===== config.mk =====
export PLATFORM = sky130hd
export DESIGN_NAME = decode_ctrl_stage
export DESIGN_NICKNAME = d
export VERILOG_FILES = /design/src/rtl/decode_ctrl_stage.sv
export SDC_FILE = /design/constraint.sdc
export NUM_CORES = 1
export LEC_CHECK = 0
export ABC_AREA = 1
export ABC_CLOCK_PERIOD_IN_PS = 5000
export BUFFER_PORTS_ARGS = -buffer_cell sky130_fd_sc_hd__buf_4
export CAP_MARGIN = 20
export CORE_MARGIN = 10
export CORE_UTILIZATION = 40
export DETAILED_ROUTE_END_ITERATION = 16
export PLACE_DENSITY = 0.65
export SYNTH_ARGS = -nofsm -noshare
export SYNTH_HDL_FRONTEND = slang
export SYNTH_SLANG_ARGS = --single-unit
export TNS_END_PERCENT = 5

===== constraint.sdc =====
create_clock -name clk_i -period 5 [get_ports clk_i]
set_input_delay 0.5 -clock clk_i [delete_from_list [all_inputs] [get_ports clk_i]]
set_output_delay 0.5 -clock clk_i [all_outputs]
set_load 0.02 [all_outputs]

===== src/rtl/decode_ctrl_stage.sv =====
// RV32I decode stage with a registered ID/EX boundary, valid/ready handshake,
// load-use bubble insertion, flush handling and a saturating stall counter.
module decode_ctrl_stage #(
    parameter int XLEN       = 32,
    parameter int ADDR_WIDTH = 5,
    parameter int CNT_WIDTH  = 16,
    parameter int HAZARD_EN  = 1
) (
    input  logic                  clk_i,
    input  logic                  rst_ni,
    input  logic [31:0]           instr_i,
    input  logic [XLEN-1:0]       pc_i,
    input  logic                  instr_valid_i,
    output logic                  instr_ready_o,
    input  logic                  flush_i,
    output logic                  ex_valid_o,
    input  logic                  ex_ready_i,
    output logic [XLEN-1:0]       pc_o,
    output logic [3:0]            alu_op_o,
    output logic                  data_a_mux_o,
    output logic                  data_b_mux_o,
    output logic [XLEN-1:0]       imm_o,
    output logic [ADDR_WIDTH-1:0] reg_raddr_a_o,
    output logic [ADDR_WIDTH-1:0] reg_raddr_b_o,
    output logic [ADDR_WIDTH-1:0] reg_waddr_o,
    output logic                  reg_we_o,
    output logic                  mem_req_o,
    output logic                  mem_we_o,
    output logic [1:0]            mem_size_o,
    output logic                  mem_sign_ext_o,
    output logic [2:0]            branch_mux_o,
    output logic [1:0]            wdata_mux_o,
    output logic                  jal_op_o,
    output logic                  jalr_op_o,
    output logic                  illegal_instr_o,
    output logic                  stall_o,
    output logic [CNT_WIDTH-1:0]  stall_cnt_o
);
    localparam logic [6:0] OPC_LUI    = 7'h37, OPC_AUIPC = 7'h17, OPC_JAL  = 7'h6F,
                           OPC_JALR   = 7'h67, OPC_BRANCH = 7'h63, OPC_LOAD = 7'h03,
                           OPC_STORE  = 7'h23, OPC_OPIMM = 7'h13, OPC_OP   = 7'h33,
                           OPC_MISC   = 7'h0F, OPC_SYSTEM = 7'h73;
    localparam logic [3:0] ALU_ADD = 4'd0, ALU_SUB = 4'd1, ALU_SLL = 4'd2, ALU_SLT = 4'd3,
                           ALU_SLTU = 4'd4, ALU_XOR = 4'd5, ALU_SRL = 4'd6, ALU_SRA = 4'd7,
                           ALU_OR = 4'd8, ALU_AND = 4'd9;

    typedef struct packed {
        logic [XLEN-1:0]       pc;
        logic [3:0]            alu_op;
        logic                  a_mux;
        logic                  b_mux;
        logic [XLEN-1:0]       imm;
        logic [ADDR_WIDTH-1:0] waddr;
        logic                  we;
        logic                  mem_req;
        logic                  mem_we;
        logic [1:0]            mem_size;
        logic                  sign_ext;
        logic [2:0]            branch;
        logic [1:0]            wdata;
        logic                  jal;
        logic                  jalr;
        logic                  illegal;
    } ctrl_t;

    ctrl_t                 dec, ctrl_d, ctrl_q;
    logic                  valid_d, valid_q;
    logic [CNT_WIDTH-1:0]  cnt_d, cnt_q;
    logic [6:0]            opc, f7;
    logic [2:0]            f3;
    logic [31:0]           imm32, imm_i, imm_s, imm_b, imm_u, imm_j;
    logic [3:0]            alu_f3;
    logic                  rs1_used, rs2_used, hazard, accept;

    assign opc   = instr_i[6:0];
    assign f3    = instr_i[14:12];
    assign f7    = instr_i[31:25];
    assign imm_i = {{20{instr_i[31]}}, instr_i[31:20]};
    assign imm_s = {{20{instr_i[31]}}, instr_i[31:25], instr_i[11:7]};
    assign imm_b = {{19{instr_i[31]}}, instr_i[31], instr_i[7], instr_i[30:25], instr_i[11:8], 1'b0};
    assign imm_u = {instr_i[31:12], 12'b0};
    assign imm_j = {{11{instr_i[31]}}, instr_i[31], instr_i[19:12], instr_i[20], instr_i[30:21], 1'b0};

    always_comb begin
        alu_f3 = ALU_ADD;
        unique case (f3)
            3'd0: alu_f3 = ALU_ADD;
            3'd1: alu_f3 = ALU_SLL;
            3'd2: alu_f3 = ALU_SLT;
            3'd3: alu_f3 = ALU_SLTU;
            3'd4: alu_f3 = ALU_XOR;
            3'd5: alu_f3 = f7[5] ? ALU_SRA : ALU_SRL;
            3'd6: alu_f3 = ALU_OR;
            3'd7: alu_f3 = ALU_AND;
        endcase
    end

    always_comb begin
        dec       = '0;
        imm32     = '0;
        dec.pc    = pc_i;
        dec.waddr = ADDR_WIDTH'(instr_i[11:7]);
        unique case (opc)
            OPC_LUI:    begin imm32 = imm_u; dec.b_mux = 1'b1; dec.we = 1'b1; end
            OPC_AUIPC:  begin imm32 = imm_u; dec.a_mux = 1'b1; dec.b_mux = 1'b1; dec.we = 1'b1; end
            OPC_JAL:    begin imm32 = imm_j; dec.a_mux = 1'b1; dec.b_mux = 1'b1; dec.we = 1'b1;
                              dec.wdata = 2'd2; dec.jal = 1'b1; end
            OPC_JALR:   begin imm32 = imm_i; dec.b_mux = 1'b1; dec.we = 1'b1;
                              dec.wdata = 2'd2; dec.jalr = 1'b1; end
            OPC_BRANCH: begin
                imm32 = imm_b;
                dec.alu_op = ALU_SUB;
                unique case (f3)
                    3'd0: dec.branch = 3'd1;
                    3'd1: dec.branch = 3'd2;
                    3'd4: dec.branch = 3'd3;
                    3'd5: dec.branch = 3'd4;
                    3'd6: dec.branch = 3'd5;
                    3'd7: dec.branch = 3'd6;
                    default: dec.illegal = 1'b1;
                endcase
            end
            OPC_LOAD:   begin
                imm32 = imm_i; dec.b_mux = 1'b1; dec.we = 1'b1; dec.wdata = 2'd1;
                dec.mem_req  = 1'b1;
                dec.mem_size = f3[1:0];
                dec.sign_ext = ~f3[2];
                dec.illegal  = (f3 == 3'd3) || (f3 == 3'd6) || (f3 == 3'd7);
            end
            OPC_STORE:  begin
                imm32 = imm_s; dec.b_mux = 1'b1; dec.mem_req = 1'b1; dec.mem_we = 1'b1;
                dec.mem_size = f3[1:0];
                dec.illegal  = (f3 > 3'd2);
            end
            OPC_OPIMM:  begin
                imm32 = imm_i; dec.b_mux = 1'b1; dec.we = 1'b1; dec.alu_op = alu_f3;
                dec.illegal = ((f3 == 3'd1) && (f7 != 7'h00)) ||
                              ((f3 == 3'd5) && (f7 != 7'h00) && (f7 != 7'h20));
            end
            OPC_OP:     begin
                dec.we     = 1'b1;
                dec.alu_op = ((f3 == 3'd0) && f7[5]) ? ALU_SUB : alu_f3;
                dec.illegal = !((f7 == 7'h00) || ((f7 == 7'h20) && ((f3 == 3'd0) || (f3 == 3'd5))));
            end
            OPC_MISC, OPC_SYSTEM: imm32 = imm_i;
            default:    dec.illegal = 1'b1;
        endcase
        dec.imm = XLEN'($signed(imm32));
        // Illegal instructions travel down the pipe but must not cause side effects.
        if (dec.illegal) begin
            dec.we = 1'b0; dec.mem_req = 1'b0; dec.mem_we = 1'b0; dec.mem_size = 2'd0;
            dec.sign_ext = 1'b0; dec.branch = 3'd0; dec.wdata = 2'd0;
            dec.jal = 1'b0; dec.jalr = 1'b0;
        end
    end

    assign rs1_used = !((opc == OPC_LUI) || (opc == OPC_AUIPC) || (opc == OPC_JAL));
    assign rs2_used = (opc == OPC_OP) || (opc == OPC_STORE) || (opc == OPC_BRANCH);
    assign reg_raddr_a_o = (opc == OPC_LUI) ? '0 : ADDR_WIDTH'(instr_i[19:15]);
    assign reg_raddr_b_o = ADDR_WIDTH'(instr_i[24:20]);

    assign hazard = (HAZARD_EN != 0) && valid_q && ctrl_q.mem_req && !ctrl_q.mem_we &&
                    (ctrl_q.waddr != '0) &&
                    ((rs1_used && (reg_raddr_a_o == ctrl_q.waddr)) ||
                     (rs2_used && (reg_raddr_b_o == ctrl_q.waddr)));

    assign instr_ready_o = flush_i || ((!valid_q || ex_ready_i) && !hazard);
    assign stall_o       = hazard && !flush_i;
    assign accept        = instr_valid_i && instr_ready_o && !flush_i;

    always_comb begin
        valid_d = valid_q;
        ctrl_d  = ctrl_q;
        cnt_d   = cnt_q;
        if (flush_i) begin
            valid_d = 1'b0;
        end else if (accept) begin
            valid_d = 1'b1;
            ctrl_d  = dec;
        end else if (ex_ready_i) begin
            valid_d = 1'b0;
        end
        if (stall_o && (cnt_q != '1)) cnt_d = cnt_q + CNT_WIDTH'(1);
    end

    always_ff @(posedge clk_i or negedge rst_ni) begin
        if (!rst_ni) begin
            valid_q <= 1'b0;
            ctrl_q  <= '0;
            cnt_q   <= '0;
        end else begin
            valid_q <= valid_d;
            ctrl_q  <= ctrl_d;
            cnt_q   <= cnt_d;
        end
    end

    assign ex_valid_o      = valid_q;
    assign pc_o            = ctrl_q.pc;
    assign alu_op_o        = ctrl_q.alu_op;
    assign data_a_mux_o    = ctrl_q.a_mux;
    assign data_b_mux_o    = ctrl_q.b_mux;
    assign imm_o           = ctrl_q.imm;
    assign reg_waddr_o     = ctrl_q.waddr;
    assign reg_we_o        = ctrl_q.we;
    assign mem_req_o       = ctrl_q.mem_req;
    assign mem_we_o        = ctrl_q.mem_we;
    assign mem_size_o      = ctrl_q.mem_size;
    assign mem_sign_ext_o  = ctrl_q.sign_ext;
    assign branch_mux_o    = ctrl_q.branch;
    assign wdata_mux_o     = ctrl_q.wdata;
    assign jal_op_o        = ctrl_q.jal;
    assign jalr_op_o       = ctrl_q.jalr;
    assign illegal_instr_o = ctrl_q.illegal;
    assign stall_cnt_o     = cnt_q;
endmodule


==> out/metrics.yaml, run 1 <==
placement:
  dp.cells: 1098
  io_buffers: 186
  pre_cts_ws_ns: 1.84
  place_hpwl_um: 14100
  gp_congestion: 0.947
timing:
  max-slew-margin-rel: 0.361
  max_freq_ghz: 0.357
  rsz0062_at_grt: "no"
  fin_skew_ns: 0.00982
  finalSetupTns_ns: 0
  min_period_ns: 2.80
  worst_slack_ns: 2.20
  finalCritPeriodShare: 0.560
  final-setup-viol-count: 0
  slew_viol_final: 0
  final_hold_viol_count: 0
  tightest_slew_ns: 0.958
global_routing:
  grt_usage: 0.191
  grt_pass1_vias: 5689
  grt_first_pass_wirelength_um: 30700
  grt_antenna_before_repair: 0
  grt_overflow_total: 0
  grt_max_degree: 91
drt:
  drt_pass1_iterations: 5
  routedWlPerCell_um: 17.4
  num_vias: 5925
  drcViolationCount: 0
  drt_iter0_markers: 605
  ant_nets: 0
  finalWirelength_um: 19400
  viasPerCell: 5.32
yosys:
  synth_top_area_cell: "dfrtp_1"
  synthTopCellsByArea: "dfrtp_1 46%, nand2_1 20%, nand4_1 13%"
  ys_warn_count: 0
  syn_avg_cell_area_um2: 7.42
  yosysUniqueCellTypes: 29
  seq_area_frac_synth: 0.463
  ys_ff_latch: 106
  synth_area_um2: 5730
  syn-instance-count: 773
  syn_nets: 843
  synth.top_cell.area_share: 0.463
power:
  p_int_uw: 1420
  leakage_uw: 0.00424
  switching_share: 0.300
  power.switching_uw: 611
  cellPowerDensity_nw_per_um2: 272
  pwr-share-seq: 0.467
  comb_power_share: 0.196
  p_clk_frac: 0.336
  vdd_ir_drop_max_uv: 159
outcome:
  status: "complete, no violations"
clocking:
  cts_resized: 0
  cts_tree: "built"
  root_buffer: "clkbuf_16"
  htree_num_levels: 3
  clock_sinks: 106
  clkTransAtPathRegs_ns: 0.07
  clk_latency_ns: 0.35
  postCtsSetupBuffers: 0
  cts_buffer_depth: 2
  cts_buffers: 9
  ctsHoldBuffers: 0
floorplan:
  coreArea_um2: 14000
  ios: 187
  placementRows: 43
  fp.dieH_um: 140
  start_util: 0.410
  die_w_um: 140
  die_area_um2: 19500
final_layout:
  final_nets: 999
  drive_gt1_frac: 0.238
  instances_no_fill: 1114
  antenna_cells: 0
  synthToLayoutAreaGrowth_pct: 30.3
setup_path:
  cp.arrival_ns: 3.04
  crit_type: "primary input to register"
  required_ns: 5.24
  cp_max_fo: 68
  cp-start-kind: "primary input"
  end_kind: "register"
hold_path:
  hp-class: "primary input to asynchronous set/reset pin"
job:
  maxCapViolCount: 0
state kept, by name, indices dropped and copies added (netlist names), 2 cells and up:
signal / count
alu_op_o: 4
branch_mux_o: 3
imm_o: 32
mem_size_o: 2
pc_o: 32
reg_waddr_o: 5
stall_cnt_o: 16
wdata_mux_o: 2
logic make-up (layout without fill, tap and decap cells):
| group | count (synthesis) | in the layout | share of synthesized area |
|---|---|---|---|
| AOI/OAI and AO/OA | 35 | 35 | 0.0319 |
| buffers and inverters | 101 | 262 | 0.0751 |
| and+or+nand+nor | 521 | 521 | 0.414 |
| adders and majority gates | 1 | 1 | 0.00218 |
| xor gates and xnor gates | 9 | 9 | 0.0138 |
| DFF | 106 | 106 | 0.463 |
power groups by stage:
stage / sequential, uW / combinational [uW] / clock (uW)
after floorplan: 1030 / 129 / 0
after global placement: 967 / 401 / 0
after detailed placement: 968 / 404 / 0
after CTS: 952 / 405 / 705
after global routing: 959 / 436 / 734
final: 951 / 399 / 684
stage by stage:
step            util  cell area [um2]  hold WS, ns  total power [uW]
2_1_floorplan      -             5730        0.204              1160
3_5_place_dp   0.514             7190        0.460              1370
4_1_cts        0.534             7470        0.303              2060
6_report       0.534             7470        0.270              2030
5_1_grt        0.534             7470        0.327              2130
3_3_place_gp   0.514             7190        0.456              1370
area by class of cell:
cell class / instances / area, um2
fill: 1401 / 6520
clock inverter: 5 / 38.8
clock buffer: 11 / 243
inverter: 54 / 203
tap: 180 / 225
timing repair buffer: 192 / 1440
multi-input combinational: 566 / 2670
sequential: 106 / 2650
cells in the final DEF (no fill, tap or decap), drive strengths merged:
cell type | netlist | routed
or2 | 2 | 2
ha | 1 | 1
and2 | 1 | 1
dfrtp | 106 | 106
a21oi | 20 | 20
a21boi | 2 | 2
inv | 53 | 54
nor2 | 43 | 43
xnor2 | 3 | 3
o31ai | 1 | 1
xor2 | 6 | 6
nor3 | 9 | 9
clkinv | 1 | 4
clkbuf | 27 | 11
nand4 | 118 | 118
nor4 | 3 | 3
buf | 20 | 192
nand2 | 305 | 305
o21ai | 12 | 12
nand3 | 37 | 37
nand3b | 3 | 3
clkinvlp | 0 | 1
worst max-delay path, stage by stage:
cell and delay [ns]:
buf_4 0.11, inv_1 0.08, nand2_1 0.12, nor2_2 0.18, nand4_2 0.16, nand2_2 0.20, nor2_1 0.09, nand3_2 0.12
nand2_4 0.11, nand2_4 0.09, nand3_4 0.58, buf_4 0.50, nand2_1 0.09, nand2_1 0.05
synthesized netlist by cell type:
library cell / count
xor2_1: 6
nand3_2: 2
nand2_1: 301
buf_4: 8
a21boi_0: 2
xnor2_1: 3
nand3_1: 35
inv_2: 2
nor2_1: 41
nand2_4: 2
nor2_2: 2
nand2_2: 2
nand4_2: 1
buf_6: 1
o31ai_1: 1
clkbuf_1: 27
ha_1: 1
nor3_1: 9
dfrtp_1: 106
nor4_1: 3
nand4_1: 117
or2_2: 2
and2_1: 1
buf_2: 11
clkinv_1: 1
nand3b_1: 3
a21oi_1: 20
inv_1: 51
o21ai_0: 12
path summary, 6_finish.rpt:
| path | slack (ns) | from | to | depth (start not counted) |
|---|---|---|---|---|
| setup / recovery | 2.20 | instr_i[4] | mem_req_o$_DFFE_PN0P_ | 14 |
| hold / removal | 0.27 | rst_ni | stall_cnt_o[8]$_DFFE_PN0P_ | 1 |
| setup reg to reg | 2.24 | reg_waddr_o[2]$_DFFE_PN0P_ | mem_req_o$_DFFE_PN0P_ | 9 |
| hold reg to reg | 0.47 | imm_o[22]$_DFFE_PN0P_ | imm_o[22]$_DFFE_PN0P_ | 2 |
| max in group asynchronous | 3.69 | rst_ni | pc_o[5]$_DFFE_PN0P_ | 2 |
| min in group clk_i | 0.39 | pc_i[17] | pc_o[17]$_DFFE_PN0P_ | 3 |
per-layer routing:
layer  global-route usage  share of wire
met1                0.252           0.45
met2                0.295           0.46
met3               0.0585          0.068
met4               0.0489          0.017
met5                    0              0
Power figures use the tool's default switching activity.
==> inputs of run 2 (changes only) <==
ABC_CLOCK_PERIOD_IN_PS = 2500   (was 5000)
PLACE_DENSITY = 0.68   (was 0.65)
clock period = 2.5 ns   (was 5 ns; I/O delays follow)
==> run 2 against run 1 <==
Effect of this change:
- count of clock-buffer cells in the layout is the same
- critical endpoint is now instr_ready_o
- routed wire length grew 0.22%
- via count grew 0.78%
- final area grew 2.9%
- flip-flop and latch count is the same
- first-iteration DRC count grew 0.99%
- largest power group unchanged
==> out/metrics.yaml, run 2 (same netlist as run 1, synthesis figures left out) <==
outcome:
  status: "complete, no violations"
power:
  comb_power_share: 0.202  # +0.006
  vdd_ir_drop_max_uv: 360  # +130%
  pwr-share-seq: 0.467  # about the same
  cellPowerDensity_nw_per_um2: 531  # +95%
  p_clk_frac: 0.331  # -0.005
  power.switching_uw: 1210  # +98%
  p_int_uw: 2870  # +100%
  switching_share: 0.296  # -0.00404
  leakage_uw: 0.00435  # +2.6%
floorplan:
  coreArea_um2: 14000  # unchanged
  start_util: 0.410  # unchanged
  ios: 187  # unchanged
  die_w_um: 140  # unchanged
  fp.dieH_um: 140  # unchanged
  die_area_um2: 19500  # unchanged
  placementRows: 43  # unchanged
drt:
  route.layer.met1.wl_um: 8550  # -2.0%
  num_vias: 5971  # +0.78%
  drt_pass1_iterations: 6  # +1
  topRoutingLayerUsed: "met4"
  drcViolationCount: 0  # unchanged
  routedWlPerCell_um: 17.2  # -1.1%
  drt_iter0_markers: 611  # +0.99%
  wl_met2_um: 9050  # +0.40%
  viasPerCell: 5.29  # -0.56%
  wl_met3_um: 1500  # +14%
  finalWirelength_um: 19400  # +0.22%
  ant_nets: 0  # unchanged
final_layout:
  drive_gt1_frac: 0.251  # +0.0131
  final_nets: 1017  # +1.8%
  final_common_cell: "nand2_1"
  synthToLayoutAreaGrowth_pct: 34.0
  nFillCells: 1369  # -2.3%
  final_cell_mix: "301 x nand2_1, 202 x buf_4, 117 x nand4_1"
  antenna_cells: 0  # unchanged
clocking:
  clkTransAtPathRegs_ns: 0.07  # about the same
  cts_buffers: 9  # unchanged
  clock_sinks: 106  # unchanged
  cts_buffer_depth: 2  # unchanged
  htree_num_levels: 3  # unchanged
  root_buffer: "clkbuf_16"
  cts_tree: "built"
  clk_latency_ns: 0.35  # about the same
timing:
  fin_skew_ns: 0.00959  # -0.000236 ns
  max-slew-margin-rel: 0.388  # +0.0268
  min_period_ns: 2.36
  final_hold_viol_count: 0  # unchanged
  slew_viol_final: 0  # unchanged
  finalCritPeriodShare: 0.944
  final-setup-viol-count: 0  # unchanged
  worst_slack_ns: 0.139  # -2.06 ns
  max_freq_ghz: 0.424
  tightest_slew_ns: 0.918  # -0.0402 ns
  finalSetupTns_ns: 0  # unchanged
  rsz0062_at_grt: "no"
hold_path:
  min_to: "pc_o[1]$_DFFE_PN0P_"
  worstHoldStart: "pc_i[1]"
  min_path_cells: 3
  hp-class: "primary input to register"
setup_path:
  cp.arrival_ns: 2.11  # -0.93 ns
  cp_max_fo: 13  # -81%
  reg2reg_slack_ns: 0.21  # -2.03 ns
  r2r_end: "reg_waddr_o[3]$_DFFE_PN0P_"
  end_kind: "output port"
  r2r-start: "reg_waddr_o[3]$_DFFE_PN0P_"
  path_buf_inv: 2  # -1
  rr_worst_depth: 10  # +1
  crit_chain: "or2_2 -> a21oi_1 -> nand4_1 -> a21oi_2 -> buf_12 -> nor2_1 -> buf_4"
  cp_slowest_cell: "dfrtp_1"
  cpPeakStageDelay_ns: 0.48  # -0.10 ns
  crit_type: "register to output port"
  required_ns: 2.25  # -2.99 ns
  crit_family: "simple AND/OR/NAND/NOR gates"
  cp-start-kind: "register"
global_routing:
  grt_first_pass_wirelength_um: 30400  # -1.1%
  grt_antenna_before_repair: 0  # unchanged
  grt_usage: 0.189  # -0.00114
  grt_pass1_vias: 5580  # -1.9%
  grt_overflow_total: 0  # unchanged
  grt_max_degree: 91  # unchanged
placement:
  pre_cts_ws_ns: 0.205  # -1.64 ns
  gp_congestion: 0.931  # -1.7%
  io_buffers: 186  # unchanged
  place_hpwl_um: 14600  # +3.4%
job:
  maxCapViolCount: 0  # unchanged
-- run 2: cell count changes in the layout (fill, tap and decap cells not counted) --
cell,previous run,this run
clkbuf_1,1,0
clkinv_4,2,0
clkbuf_8,1,2
buf_12,0,7
dlygate4sd3_1,0,1
clkinvlp_4,1,2
a21oi_1,20,19
buf_4,192,202
a21oi_2,0,1
inv_6,1,0
clkinv_2,1,0
-- run 2: layout make-up --
type | count | area, um2 | area share
multi-input combinational | 566 | 2670 | 0.347
clock inverter | 2 | 15.0 | 0.00195
clock buffer | 11 | 253 | 0.0329
timing repair buffer | 210 | 1670 | 0.217
tap | 180 | 225 | 0.0293
inverter | 54 | 203 | 0.0264
sequential | 106 | 2650 | 0.345
-- run 2: power groups by stage --
stage	Clock, uW	Combinational [uW]	Sequential (uW)
4_1_cts	1370	833	1910
3_3_place_gp	0	820	1940
3_5_place_dp	0	831	1940
2_1_floorplan	0	258	2060
5_1_grt	1440	896	1920
6_report	1350	824	1900
-- run 2: worst max path at each step --
stage | from | to | slack [ns] | depth (start not counted)
floorplan | reg_waddr_o[3]$_DFFE_PN0P_ | instr_ready_o | 0.52 | 6
global placement | instr_i[4] | wdata_mux_o[1]$_DFFE_PN0P_ | 0.23 | 14
detailed placement | instr_i[1] | imm_o[0]$_DFFE_PN0P_ | 0.21 | 14
CTS | reg_waddr_o[3]$_DFFE_PN0P_ | instr_ready_o | 0.02 | 7
global route | reg_waddr_o[3]$_DFFE_PN0P_ | instr_ready_o | 0.04 | 7
finish | reg_waddr_o[3]$_DFFE_PN0P_ | instr_ready_o | 0.14 | 7
-- run 2: worst register-to-register path, stage by stage, from the launching register on --
cell and delay (ns):
dfrtp_1 0.48, or2_2 0.31, a21oi_1 0.17, nand4_1 0.19, buf_4 0.21, nand2_4 0.13
nand2_4 0.11, nand3_4 0.26, buf_12 0.22, nand2_1 0.08, nand2_1 0.07
-- run 2: per-stage QoR --
stage	cells	power, uW	hold slack [ns]	cell area (um2)	util
after floorplan	773	2320	-0.0456	5730	-
after global placement	1113	2760	0.237	7390	0.528
after detailed placement	1113	2770	0.239	7390	0.528
after CTS	1127	4110	0.136	7670	0.548
after global routing	1129	4250	0.134	7680	0.549
final	1129	4080	0.141	7680	0.549
-- run 2: per-layer routing --
metal | up-vias | global-route usage
li1 | 2916 | -
met5 | - | 0
met4 | 0 | 0.0533
met2 | 243 | 0.296
met3 | 25 | 0.0500
met1 | 2787 | 0.252
-- run 2: timing repair --
item | 4_1_cts | 5_1_grt
gates cloned | 0 | 0
endpoints found under the hold margin | 32 | 0
setup endpoints to repair | 1 | 2
hold buffers | 1 | 0
buffers inserted | 0 | 2
pin swaps | 0 | 1
resized for setup | 1 | 0
==> inputs of run 3 (changes only) <==
--- a/config.mk
+++ b/config.mk
@@ -6,12 +6,11 @@
 export NUM_CORES = 1
 export LEC_CHECK = 0
-export ABC_AREA = 1
+export ABC_AREA = 0
 export ABC_CLOCK_PERIOD_IN_PS = 2500
 export BUFFER_PORTS_ARGS = -buffer_cell sky130_fd_sc_hd__buf_4
 export CAP_MARGIN = 20
-export CORE_MARGIN = 10
 export CORE_UTILIZATION = 40
 export DETAILED_ROUTE_END_ITERATION = 16
-export PLACE_DENSITY = 0.68
+export PLACE_DENSITY = 0.7
 export SYNTH_ARGS = -nofsm -noshare
 export SYNTH_HDL_FRONTEND = slang
==> constraint.sdc (replaced) <==
create_clock -name clk_i -period 2.5 [get_ports clk_i]
set_input_delay 0.25 -clock clk_i [delete_from_list [all_inputs] [get_ports clk_i]]
set_output_delay 0.25 -clock clk_i [all_outputs]
set_load 0.1 [all_outputs]
==> run 3 against run 2 <==
Effect of this change:
- clock power increased by 12%
- final cell count decreased by 18%
- count of clock-buffer cells in the layout decreased by 1
- power increased by 30%
- highest routed layer unchanged
- via count decreased by 21%
- largest power group unchanged
==> out/metrics.yaml, run 3 <==
clocking:
  clk_latency_ns: 0.35  # about the same
  clkTransAtPathRegs_ns: 0.07  # about the same
  htree_num_levels: 3  # unchanged
  cts_buffer_depth: 2  # unchanged
  postCtsSetupBuffers: 0  # unchanged
  clock_sinks: 106  # unchanged
  cts_tree: "built"
  cts_buffers: 9  # unchanged
  root_buffer: "clkbuf_16"
setup_path:
  cp-start-kind: "register"
  cp_max_fo: 5  # -8
  crit_chain: "or4_1 -> o21ai_1 -> and2_1 -> a21oi_4 -> or4_4 -> o31ai_2"
  rr_worst_depth: 6  # -4
  crit_type: "register to register"
  crit_family: "simple AND/OR/NAND/NOR gates"
  cp_slowest_cell: "or4_1"
  path_buf_inv: 0  # -2
  path_depth: 6  # -1
  startpoint: "reg_waddr_o[1]$_DFFE_PN0P_"
  reg2reg_slack_ns: 0.11  # -0.10 ns
  end_kind: "register"
  cpPeakStageDelay_ns: 0.57  # +0.09 ns
  cp.arrival_ns: 2.65  # +0.54 ns
  required_ns: 2.76  # +0.51 ns
  r2r-start: "reg_waddr_o[1]$_DFFE_PN0P_"
placement:
  place_hpwl_um: 10700  # -27%
  io_buffers: 186  # unchanged
  gp_congestion: 0.902  # -3.2%
  pre_cts_ws_ns: -0.0741  # -0.279 ns
yosys:
  synth_ff_type: "dfrtp_1"
  synthMuxAreaShare: 0.0106  # +0.0106
  syn_avg_cell_area_um2: 8.85  # +19%
  synthAdderAreaFrac: 0.00247  # +0.000292
  synth_compound_area_frac: 0.140  # +0.108
  seq_area_frac_synth: 0.525  # +0.0619
  ys_ff_latch: 106  # unchanged
  yosysMostFrequentCell: "nand2_1"
  yosysUniqueCellTypes: 57  # +97%
  synth_top_family_by_area: "simple AND/OR/NAND/NOR gates"
  syn-instance-count: 571  # -26%
  synth-edff-count: 0  # unchanged
  synth_top_area_cell: "dfrtp_1"
  ys_warn_count: 0  # unchanged
  synth-simple-area-share: 0.238  # -0.177
  synthTopCellsByArea: "dfrtp_1 52%, nand2_1 13%, o21ai_0 4.3%"
  async_flop_share: 1.00  # unchanged
  synth_area_um2: 5060  # -12%
  synth-xor-area-share: 0.0398  # +0.0261
  synth.top_cell.area_share: 0.525  # +0.0619
  yosys-top-cells-count: "179 x nand2_1, 106 x dfrtp_1, 43 x o21ai_0, 35 x a21oi_1, 32 x nor2_1"
  syn_nets: 641  # -24%
drt:
  drt_iter0_markers: 324  # -47%
  ant_nets: 0  # unchanged
  finalWirelength_um: 14200  # -27%
  viasPerCell: 5.05  # -4.5%
  drt_pass1_iterations: 5  # -1
  num_vias: 4697  # -21%
  drcViolationCount: 0  # unchanged
  routedWlPerCell_um: 15.3  # -11%
final_layout:
  final_nets: 827  # -19%
  antenna_cells: 0  # unchanged
  drive_gt1_frac: 0.333  # +0.0825
  final_common_cell: "buf_4"
  final_cell_mix: "207 x buf_4, 179 x nand2_1, 100 x dfrtp_1"
  synthToLayoutAreaGrowth_pct: 40.8
  final_util: 0.585  # +0.0360
timing:
  fin_skew_ns: 0.00968  # +0.0000866 ns
  finalSetupTns_ns: 0  # unchanged
  tightest_slew_ns: 0.639  # -0.279 ns
  worst_slack_ns: 0.109  # -0.0304 ns
  finalCritPeriodShare: 0.956  # +0.0122
  slew_viol_final: 0  # unchanged
  final_hold_viol_count: 0  # unchanged
  max_freq_ghz: 0.418  # -1.3%
  min_period_ns: 2.39  # +0.0304 ns
  max-slew-margin-rel: 0.574  # +0.186
  rsz0062_at_grt: "no"
  hold_slack_ns: 0.0973  # -0.0432 ns
  final-setup-viol-count: 0  # unchanged
power:
  pwr-share-seq: 0.365  # -0.102
  p_clk_frac: 0.286  # -0.045
  switching_share: 0.403  # +0.107
  power.switching_uw: 2130  # +76%
  comb_power_share: 0.349  # +0.147
  fin_total_pwr_uw: 5290  # +30%
  p_int_uw: 3160  # +9.9%
  cellPowerDensity_nw_per_um2: 743  # +40%
  vdd_ir_drop_max_uv: 307  # -15%
  leakage_uw: 0.00359  # -17%
hold_path:
  hp-class: "primary input to register"
  min_path_cells: 2  # -1
  worstHoldStart: "flush_i"
global_routing:
  grt_max_degree: 60  # -34%
  grt_pass1_vias: 4570  # -18%
  grt_overflow_total: 0  # unchanged
  grt_first_pass_wirelength_um: 22700  # -25%
  grt_antenna_before_repair: 0  # unchanged
  grt_usage: 0.223  # +0.0333
floorplan:
  coreArea_um2: 12200  # -13%
  start_util: 0.416  # +0.00590
  placementRows: 40  # -7.0%
  die_w_um: 114  # -18%
  fp.dieH_um: 114  # -18%
  die_area_um2: 13100  # -33%
  ios: 187  # unchanged
outcome:
  status: "complete, no violations"
job:
  maxCapViolCount: 0  # unchanged
[run 3: repair_timing]
action                     4_1_cts  5_1_grt
setup endpoints to repair        3        2
hold endpoints to repair        47        0
hold buffers                     1        0
pin swaps                        1        0
gates resized for setup          6        5
[run 3: layout make-up]
| type | count | area (um2) |
|---|---|---|
| clock inverter | 6 | 80.1 |
| tap | 168 | 210 |
| fill | 1092 | 5040 |
| sequential | 106 | 2660 |
| clock buffer | 10 | 239 |
| timing repair buffer | 214 | 1680 |
| inverter | 9 | 33.8 |
| multi-input combinational | 417 | 2220 |
[run 3: path summary, 6_finish.rpt]
| path | endpoint |
|---|---|
| worst min register to register | pc_o[2]$_DFFE_PN0P_ |
| worst max register to register | branch_mux_o[0]$_DFFE_PN0P_ |
| min in group asynchronous | pc_o[1]$_DFFE_PN0P_ |
| worst min-delay path | ex_valid_o$_DFFE_PN0P_ |
| max in group asynchronous | reg_waddr_o[0]$_DFFE_PN0P_ |
| worst max-delay path | branch_mux_o[0]$_DFFE_PN0P_ |
[run 3: cell families (layout without fill, tap and decap cells)]
group	Yosys count	count (layout)
DFF	106	106
AOI/OAI and AO/OA	113	113
buffers and inverters	48	239
muxes	5	5
and+or+nand+nor	275	275
xor gates and xnor gates	23	23
adders and majority gates	1	1
[run 3: power groups by stage]
stage / sequential [uW] / combinational (uW) / clock, uW
2_1_floorplan: 2920 / 374 / 0
3_3_place_gp: 1960 / 1830 / 0
3_5_place_dp: 1960 / 1850 / 0
4_1_cts: 1930 / 1850 / 1550
5_1_grt: 1950 / 1930 / 1620
6_report: 1930 / 1850 / 1510
[run 3: per-stage QoR]
| step | instance area [um2] | cells |
|---|---|---|
| 2_1_floorplan | 5070 | 571 |
| 3_3_place_gp | 6750 | 913 |
| 3_5_place_dp | 6750 | 913 |
| 4_1_cts | 7090 | 930 |
| 5_1_grt | 7120 | 930 |
| 6_report | 7120 | 930 |
[run 3: layer usage]
layer	up-vias	wire, um	part of all wire	track usage
met5	-	0	0	0
met4	0	229	0.016	0.0693
met3	20	1160	0.082	0.0603
met2	183	6640	0.47	0.357
met1	2205	6190	0.44	0.294
li1	2289	-	-	-
